File: src/rtl/pmem_arbiter.sv
// pmem_arbiter: shares one physical-memory line port between the I-cache and D-cache.
// The winning request is latched and held on pmem until pmem_resp, then returned to its owner.
module pmem_arbiter #(
    parameter int s_addr  = 32,
    parameter int s_line  = 256,
    parameter int RR_MODE = 1
) (
    input  logic              clk,
    input  logic              rst,
    input  logic [s_addr-1:0] icache_address,
    input  logic              icache_read,
    input  logic              icache_write,
    input  logic [s_line-1:0] icache_wdata,
    output logic [s_line-1:0] icache_rdata,
    output logic              icache_resp,
    input  logic [s_addr-1:0] dcache_address,
    input  logic              dcache_read,
    input  logic              dcache_write,
    input  logic [s_line-1:0] dcache_wdata,
    output logic [s_line-1:0] dcache_rdata,
    output logic              dcache_resp,
    output logic [s_addr-1:0] pmem_address,
    output logic              pmem_read,
    output logic              pmem_write,
    output logic [s_line-1:0] pmem_wdata,
    input  logic [s_line-1:0] pmem_rdata,
    input  logic              pmem_resp
);

    typedef enum logic [1:0] {
        IDLE,
        BUSY,
        DONE
    } state_t;

    state_t            state;
    state_t            state_nxt;
    logic              last_d;
    logic              grant_d;
    logic [s_line-1:0] rdata_q;
    logic              i_act;
    logic              d_act;
    logic              pick_d;
    logic              start;
    logic              sel_write;
    logic              sel_read;

    assign i_act = icache_read | icache_write;
    assign d_act = dcache_read | dcache_write;

    // Ties alternate in round-robin mode; otherwise the D-cache always wins.
    always_comb begin
        pick_d = d_act;
        if (i_act && d_act) begin
            pick_d = (RR_MODE != 0) ? ~last_d : 1'b1;
        end
    end

    // read&write together is served as a write
    assign sel_write = pick_d ? dcache_write : icache_write;
    assign sel_read  = pick_d ? (dcache_read & ~dcache_write)
                              : (icache_read & ~icache_write);

    always_ff @(posedge clk or negedge rst) begin
        if (!rst) begin
            state <= IDLE;
        end else begin
            state <= state_nxt;
        end
    end

    always_comb begin
        state_nxt   = state;
        start       = 1'b0;
        icache_resp = 1'b0;
        dcache_resp = 1'b0;
        unique case (state)
            IDLE: begin
                if (i_act || d_act) begin
                    state_nxt = BUSY;
                    start     = 1'b1;
                end
            end
            BUSY: begin
                if (pmem_resp) begin
                    state_nxt = DONE;
                end
            end
            DONE: begin
                icache_resp = ~grant_d;
                dcache_resp = grant_d;
                state_nxt   = IDLE;
            end
            default: begin
                state_nxt = IDLE;
            end
        endcase
    end

    always_ff @(posedge clk or negedge rst) begin
        if (!rst) begin
            last_d       <= 1'b1;
            grant_d      <= 1'b0;
            pmem_address <= '0;
            pmem_wdata   <= '0;
            pmem_read    <= 1'b0;
            pmem_write   <= 1'b0;
            rdata_q      <= '0;
        end else if (start) begin
            grant_d      <= pick_d;
            last_d       <= pick_d;
            pmem_address <= pick_d ? dcache_address : icache_address;
            pmem_wdata   <= pick_d ? dcache_wdata : icache_wdata;
            pmem_read    <= sel_read;
            pmem_write   <= sel_write;
        end else if (state == BUSY && pmem_resp) begin
            rdata_q    <= pmem_rdata;
            pmem_read  <= 1'b0;
            pmem_write <= 1'b0;
        end
    end

    assign icache_rdata = rdata_q;
    assign dcache_rdata = rdata_q;

endmodule
File: config.mk
export PLATFORM = sky130hd
export DESIGN_NAME = pmem_arbiter
export DESIGN_NICKNAME = d
export VERILOG_FILES = /design/src/rtl/pmem_arbiter.sv
export SDC_FILE = /design/constraint.sdc
export NUM_CORES = 1
export LEC_CHECK = 0
export BUFFER_PORTS_ARGS = -buffer_cell sky130_fd_sc_hd__buf_2
export CORE_AREA = 2 2 646 648
export CTS_BUF_LIST = sky130_fd_sc_hd__clkbuf_8 sky130_fd_sc_hd__clkbuf_16
export DETAILED_ROUTE_END_ITERATION = 8
export DIE_AREA = 0 0 648 650
export GPL_ROUTABILITY_DRIVEN = 0
export PLACE_DENSITY = 0.3
export SETUP_SLACK_MARGIN = 0.05
export SYNTH_ARGS = -nofsm -noshare
export SYNTH_HDL_FRONTEND = slang
export SYNTH_SLANG_ARGS = --single-unit
File: constraint.sdc
create_clock -name clk -period 4.9 [get_ports clk]
set_input_delay 0.245 -clock clk [delete_from_list [all_inputs] [get_ports clk]]
set_output_delay 0.245 -clock clk [all_outputs]
set_load 0.03 [all_outputs]
==> results of run 1 <==
-- worst max path at each step --
stage / end / slack (ps) / cells after the start
3_3_place_gp: pmem_wdata[216] / 2000 / 6
3_5_place_dp: pmem_wdata[242] / 1980 / 6
4_1_cts: pmem_wdata[242] / 1700 / 8
6_report: pmem_wdata[245] / 1580 / 8
5_1_grt: pmem_wdata[185] / 1440 / 7
2_1_floorplan: pmem_wdata[148] / 3320 / 7
-- registers in the layout (all words and copies together) (netlist names) --
name and flops:
dcache_rdata 256, pmem_read 1, state 2, grant_d 1, pmem_wdata 256, pmem_address 32, last_d 1, pmem_write 1
-- per-stage QoR --
stage | instance area, sq um | power (W)
5_1_grt | 48600 | 0.0401
3_3_place_gp | 37600 | 0.0295
4_1_cts | 48500 | 0.0386
6_report | 48700 | 0.0378
2_1_floorplan | 24600 | 0.0205
3_5_place_dp | 37600 | 0.0295
-- layout make-up --
type / count / share of cell area (%)
repair buffers: 2534 / 35.3
clock buffers: 99 / 4.67
well taps: 5497 / 14.1
flip-flops and latches: 550 / 28.3
diodes: 63 / 0.324
clock inverters: 37 / 0.615
multi-input cells: 1942 / 16.7
inverters: 3 / 0.0386
-- where the power goes --
group	leakage, nW	switching, W	internal (W)
logic	14.6	0.0161	0.00663
clock network	1.35	0.00242	0.00351
registers	6.47	0.00224	0.00683
total	22.4	0.0208	0.0170
-- routing by layer --
layer  vias to the layer above  routed length (um)  GRT usage, %
met1                     15187               88900          11.7
met5                         -                 664             0
li1                      13515                   -             -
met3                       454               32300          6.43
met2                      1463              124000          20.2
met4                       100               12100          4.72
-- cells in the final DEF, fill, tap and decap left out, types with 2 or more instances in the layout --
cell type,Yosys,routed
buf_2,95,1641
nand2_1,1056,1056
dlygate4sd3_1,0,836
a21oi_1,577,577
dfrtp_1,549,549
nor2_1,289,289
clkbuf_16,0,81
diode_2,0,63
buf_4,266,44
inv_1,2,22
clkbuf_8,0,18
buf_12,0,12
clkinv_2,0,8
bufinv_16,0,5
o21ai_0,3,3
nand2b_1,3,3
inv_6,0,3
a22o_1,2,2
-- cell families (layout without fill, tap and decap cells) --
| kind of cell | count (synthesis) | in the layout | synth area share (%) |
|---|---|---|---|
| other cells | 0 | 63 | 0 |
| compound gates | 586 | 586 | 12.0 |
| simple gates | 1356 | 1356 | 20.8 |
| flops | 550 | 550 | 55.9 |
| buf+inv | 443 | 2673 | 11.3 |
-- repair_timing --
action	in CTS	in global routing
hold buffers	836	0
hold endpoints to repair	606	0
setup endpoints to repair	0	0
-- critical path, stage by stage --
cell	delay, ps
dlygate4sd3_1	560
buf_2	170
o21ai_0	570
and2_4	670
buf_12	470
a21oi_1	150
a21oi_1	190
dlygate4sd3_1	580
==> impl_metrics.yaml, run 1 <==
yosys:
  syn_area_sq_um: 24600
  synth_warnings: 0
  syn_nets: 3774
  synthFlopType: "dfrtp_1"
  synth_top_area_share_pct: 55.8
  yosysTopAreaCell: "dfrtp_1"
  synth-seq-cells: 550
  ys_seq_area_share_pct: 55.9
  synth.avg_cell_area_sq_um: 8.40
  synth_area_leaders: "dfrtp_1 56%, nand2_1 16%, a21oi_1 12%, buf_4 8.1%, nor2_1 4.4%"
  syn_inst: 2935
  synth_edf_count: 0
  synth.most_common_cell: "nand2_1"
  async_flop_share_pct: 100
  yosysUniqueCellTypes: 27
  synth_commonest_cells: "1056 x nand2_1, 577 x a21oi_1, 549 x dfrtp_1"
clock_tree:
  clockBufferDepth: 4
  post_cts_buffers: 0
  cts_tree: "done"
  cts_made_buffers: 80
  clk-insertion-delay-late_ps: 810
  cts.sinks: 550
  ctsResizeCount: 0
  cts-root-buf: "clkbuf_16"
  htreeDepth: 3
  clk_pin_slew_ps: 60
route:
  ant_nets: 0
  routed_wl_um: 258000
  wl_per_cell_um: 24.1
  num_vias: 30719
  drc: 0
  drt_iter0_drc: 1735
  via_per_inst: 2.86
  dr.pass1.iters: 5
sta:
  min_period_ps: 3320
  fin_crit_sh_pct: 67.8
  slew_viol_final: 0
  worst_slew_pin_slew_ps: 941
  timing.hold.ws_ps: 74.1
  finalHoldViolCount: 0
  setup-tns-final_ps: 0
  rsz0062_at_grt: "false"
  max_freq_ghz: 0.301
  setup_slack_ps: 1580
  final.setup_skew_ps: 48.8
  relSlewSlack_pct: 37.2
  setup_viol: 0
floorplan:
  coreArea_sq_um: 415000
  initial_utilization_pct: 5.94
  die-area_sq_um: 421000
  die_x_um: 648
  row_count: 237
  ios: 1643
  dieHeight_um: 650
cells_and_area:
  fin_util_pct: 11.7
  fin_nets: 5950
  final_cells: 10725
  synthToLayoutAreaGrowth_pct: 97.5
  multiInputGateArea_sq_um: 8100
  nFillCells: 48230
  drive_gt1_share_pct: 35.3
  seqCellArea_sq_um: 13800
setup_path:
  crit_type: "in -> reg"
  endpoint_kind: "register"
  startpoint: "icache_write"
  worstSetupStartpointType: "primary input"
  cp_max_fo: 107
  r2r-start: "state[0]"
  arrival_ps: 3980
  crit_required_ps: 5560
  reg2reg_slack_ps: 1660
  r2r_end: "pmem_wdata[185]"
  reg2regPathDepth: 7
min_path:
  hold_path_class: "in -> async"
outcome:
  outcome: "completed"
place:
  preCtsSetupSlack_ps: 1980
  port_buffers: 1642
  post-place-cells: 9690
  post-dp-hpwl_um: 220000
power_and_ir_drop:
  powerDensity_nw_per_um2: 776
  leakage_nw: 22.4
  vdd_drop_max_mv: 0.426
grt:
  grt.total_usage_pct: 11.7
  grt_pass1_vias: 31691
  grt_first_pass_wirelength_um: 325000
  grt_max_degree: 143
  antenna_found_initial: 168
  grt-ovfl-total: 0
job:
  maxCapViolations: 0
No activity file was read; power rests on OpenSTA's default activity.
==> run 2: changes to the inputs <==
clock period = 3.2 ns   (was 4.9 ns; I/O delays follow)
==> run 2 against run 1 <==
Setup slack worse by 1100 ps. Critical path depth fell by 1. Combinational power rose by 55%. Clock skew shrank 2.0 ps.
==> impl_metrics.yaml, run 2 (synthesis gave the netlist of run 1 again) <==
cells_and_area:
  fin_util_pct: 11.9
  layout_commonest_cell: "buf_2"
  layout_common_cells: "1641 x buf_2, 1056 x nand2_1, 849 x dlygate4sd3_1, 577 x a21oi_1, 549 x dfrtp_1"
  drive_gt1_share_pct: 35.7
  nFillCells: 48197
  seqCellArea_sq_um: 13800
  fin_nets: 5998
  multiInputGateArea_sq_um: 8110
  synthToLayoutAreaGrowth_pct: 100
  final_cells: 10773
clock_tree:
  clk-insertion-delay-late_ps: 810
  htreeDepth: 3
  cts_tree: "done"
  post_cts_buffers: 0
  cts-root-buf: "clkbuf_16"
  clockBufferDepth: 4
  cts.sinks: 550
  clk_pin_slew_ps: 60
  cts_made_buffers: 79
grt:
  antenna_found_initial: 157
  grt_max_degree: 97
  grt.total_usage_pct: 11.9
  grt_first_pass_wirelength_um: 328000
  grt_pass1_vias: 31706
  grt-ovfl-total: 0
place:
  port_buffers: 1642
  post-dp-hpwl_um: 224000
  post-place-cells: 9725
floorplan:
  initial_utilization_pct: 5.94
  coreArea_sq_um: 415000
  dieHeight_um: 650
  ios: 1643
  die_x_um: 648
  row_count: 237
  die-area_sq_um: 421000
sta:
  slew_viol_final: 0
  finalHoldViolCount: 0
  relSlewSlack_pct: 34.6
  setup_viol: 0
  worst_slew_pin_slew_ps: 981
  max_freq_ghz: 0.366
  final.setup_skew_ps: 46.8
  setup-tns-final_ps: 0
  timing.hold.ws_ps: 103
  min_period_ps: 2730
  rsz0062_at_grt: "false"
  fin_crit_sh_pct: 85.3
setup_path:
  r2r-start: "last_d"
  arrival_ps: 3400
  endpoint_kind: "register"
  worstSetupStartpointType: "register"
  worst_path_largest_cell_delay_ps: 560
  cp_max_fo: 86
  crit_type: "reg -> reg"
  worstPathCellList: "o21ai_0, buf_4, and2_4, buf_12, a21oi_1, a21oi_1, dlygate4sd3_1"
  cpMaxStageDelayCell: "dlygate4sd3_1"
  crit_required_ps: 3870
  startpoint: "last_d"
  crit_top_cell: "a21oi_1"
route:
  via_per_inst: 2.85
  wl_met3_um: 31800
  dr.pass1.iters: 6
  drt_iter0_drc: 1955
  num_vias: 30735
  wl_met1_um: 91500
  routed-wl-met2_um: 125000
  dr.max_layer_used: "met5"
  ant_nets: 0
  drc: 0
  wl_per_cell_um: 24.3
  routed_wl_um: 262000
power_and_ir_drop:
  powerDensity_nw_per_um2: 1190
  leakage_nw: 22.8
  vdd_drop_max_mv: 0.739
  p_total_w: 0.0586
job:
  maxCapViolations: 0
min_path:
  hold_start: "pmem_rdata[96]"
  hold_path_class: "in -> reg"
outcome:
  outcome: "completed"
==> run 2: where the power goes <==
part           total, W  switching, W  internal (W)  leakage, nW
combinational    0.0354        0.0248        0.0105         14.9
sequential       0.0141       0.00362        0.0105         6.47
clock           0.00915       0.00374       0.00541         1.33
total            0.0586        0.0322        0.0264         22.8
==> run 2: path summary, 6_finish.rpt <==
path	endpoint	slack (ps)	cells past startpoint
max	pmem_wdata[185]	470	7
min	dcache_rdata[96]	100	4
max reg2reg	pmem_wdata[185]	470	7
min reg2reg	pmem_read	500	2
max in group asynchronous	pmem_wdata[74]	1830	5
min in group asynchronous	pmem_wdata[21]	500	3
==> run 2: layer usage <==
layer,up-vias,GRT usage (%)
met3,445,6.20
met1,15107,12.0
met2,1492,20.4
li1,13617,-
met4,74,4.90
met5,-,0.0686
==> run 2: area by class of cell <==
cell class,instances,area share (%)
clock inverters,40,0.771
inverters,3,0.0380
well taps,5497,13.9
diodes,63,0.320
flip-flops and latches,550,27.9
repair buffers,2583,36.1
multi-input cells,1942,16.4
clock buffers,95,4.45
==> run 2: worst max-delay path: cells and delay by family (launching register included) <==
| kind | cells | cell delay, ps |
|---|---|---|
| and+or+nand+nor | 1 | 550 |
| buffers and inverters | 3 | 1120 |
| DFF | 1 | 380 |
| AOI/OAI and AO/OA | 3 | 400 |
==> run 2: what timing repair did <==
item | CTS | global route
endpoints found under the setup margin | 0 | 1
hold endpoints to repair | 772 | 0
hold buffers | 850 | 0
resized for setup | 0 | 1
==> run 2: through the flow <==
| step | area, sq um | setup WS [ps] |
|---|---|---|
| after floorplan | 24600 | 1620 |
| after global placement | 38100 | 831 |
| after detailed placement | 38100 | 778 |
| after CTS | 49200 | 201 |
| after global routing | 49300 | 265 |
| final | 49300 | 469 |
==> run 3: changes to the inputs <==
--- a/config.mk
+++ b/config.mk
@@ -7,3 +7,2 @@
 export LEC_CHECK = 0
-export BUFFER_PORTS_ARGS = -buffer_cell sky130_fd_sc_hd__buf_2
 export CORE_AREA = 2 2 646 648
@@ -12,2 +11,3 @@
 export DIE_AREA = 0 0 648 650
+export DONT_BUFFER_PORTS = 1
 export GPL_ROUTABILITY_DRIVEN = 0
==> constraint.sdc (replaced) <==
create_clock -name clk -period 2.9 [get_ports clk]
set_input_delay 0.145 -clock clk [delete_from_list [all_inputs] [get_ports clk]]
set_output_delay 0.145 -clock clk [all_outputs]
set_load 0.01 [all_outputs]
==> run 3 against run 2 <==
The run now ends with hold timing left. Critical path type unchanged. Clock skew is 38 ps higher. Die area did not move. Clock-buffer cell count rose by 3. Largest power group is now registers. Largest cell class is now flip-flops and latches.
==> impl_metrics.yaml, run 3 (synthesis gave the netlist of run 1 again) <==
clock_tree:
  cts.sinks: 550
  cts_made_buffers: 88
  htreeDepth: 3
  clockBufferDepth: 4
  cts_tree: "done"
  clk_pin_slew_ps: 60
  clk-insertion-delay-late_ps: 850
  cts-root-buf: "clkbuf_16"
grt:
  met1_usage_pct: 11.1
  antenna_found_initial: 128
  grt.total_usage_pct: 11.4
  top_usage_layer: "met2"
  grt-ovfl-total: 0
  met3_usage_pct: 6.50
  grt_first_pass_wirelength_um: 309000
  use_met2_pct: 19.5
  grt_max_degree: 551
  grt_pass1_vias: 27179
cells_and_area:
  drive_gt1_share_pct: 6.44
  layout_commonest_cell: "dlygate4sd3_1"
  synthToLayoutAreaGrowth_pct: 83.3
  layout_common_cells: "1199 x dlygate4sd3_1, 1047 x nand2_1, 568 x a21oi_1, 549 x dfrtp_1, 289 x nor2_1"
  fin_nets: 4722
  fin_area_sq_um: 45200
floorplan:
  row_count: 237
  coreArea_sq_um: 415000
  die_x_um: 648
  ios: 1643
  die-area_sq_um: 421000
  initial_utilization_pct: 5.94
  dieHeight_um: 650
place:
  preCtsSetupSlack_ps: 725
  dpl_cell_area_sq_um: 29600
  post-dp-hpwl_um: 210000
  port_buffers: 0
sta:
  setup_viol: 0
  setup-tns-final_ps: 0
  min_period_ps: 2860
  worst_slew_pin_slew_ps: 1110
  rsz0062_at_grt: "true"
  slew_viol_final: 0
  fin_crit_sh_pct: 98.6
  relSlewSlack_pct: 26.2
  setup_slack_ps: 39.8
  timing.hold.ws_ps: -25.1
  max_freq_ghz: 0.350
  final.setup_skew_ps: 84.8
  finalHoldViolCount: 8
setup_path:
  cp_max_fo: 50
  worstSetupStartpointType: "register"
  reg2regPathDepth: 7
  r2r_end: "pmem_address[7]"
  startpoint: "last_d"
  endpoint_kind: "register"
  r2r-start: "last_d"
  crit_type: "reg -> reg"
  crit_required_ps: 3610
  reg2reg_slack_ps: 40
  arrival_ps: 3570
route:
  routed_wl_um: 251000
  wl_per_cell_um: 26.4
  num_vias: 26137
  via_per_inst: 2.74
  ant_nets: 0
  drc: 0
  drt_iter0_drc: 1842
  dr.pass1.iters: 7
outcome:
  outcome: "finished with violations"
  violations: "hold timing"
power_and_ir_drop:
  p_total_w: 0.0530
  leakage_nw: 17.3
  powerDensity_nw_per_um2: 1170
  vdd_drop_max_mv: 0.663
job:
  maxCapViolations: 0
min_path:
  hold_path_class: "in -> async"
run 3: metrics by stage:
step,instances,utilization (%)
2_1_floorplan,2935,-
3_3_place_gp,8077,7.14
3_5_place_dp,8077,7.14
4_1_cts,9431,10.8
5_1_grt,9509,10.9
6_report,9525,10.9
run 3: timing repair:
item                                    4_1_cts  5_1_grt
hold endpoints to repair                   1098      241
endpoints found under the setup margin        0       31
gates resized for setup                       0       28
setup buffers                                 0        0
hold buffers                               1205        5
run 3: worst max-delay path, cell delays in order (launching register included):
cell	delay, ps
dfstp_2	580
o21ai_0	100
buf_4	160
nand2_8	290
nand2_1	130
dlygate4sd3_1	590
a21oi_1	160
dlygate4sd3_1	590
run 3: how the worst max path moves through the flow:
stage | end | slack (ps) | cells after the start
floorplan | pmem_wdata[148] | 1320 | 7
CTS | pmem_wdata[115] | 110 | 7
detailed placement | pmem_wdata[223] | 730 | 8
global route | pmem_address[7] | -50 | 7
global placement | pmem_wdata[163] | 720 | 8
finish | pmem_address[7] | 40 | 7
run 3: final cells by class:
| type | count | area [sq um] |
|---|---|---|
| Sequential cell | 550 | 13800 |
| Fill cell | 47764 | 370000 |
| Clock inverter | 51 | 677 |
| Antenna cell | 86 | 215 |
| Multi-Input combinational cell | 1942 | 8160 |
| Clock buffer | 98 | 2350 |
| Timing Repair Buffer | 1298 | 13100 |
| Tap cell | 5497 | 6880 |
| Inverter | 3 | 18.8 |
run 3: power breakdown:
group | leakage [nW] | switching, W | internal (W)
clock network | 1.51 | 0.00445 | 0.00713
logic | 9.27 | 0.00945 | 0.00736
registers | 6.47 | 0.0132 | 0.0113
total | 17.3 | 0.0271 | 0.0258
run 3: layer usage:
| layer | wire (um) | vias up | part of all wire [%] |
|---|---|---|---|
| met3 | 33200 | 426 | 13 |
| met2 | 121000 | 1629 | 48 |
| met1 | 84300 | 12913 | 34 |
| li1 | - | 11121 | - |
| met4 | 12800 | 48 | 5.1 |
| met5 | 371 | - | 0.15 |
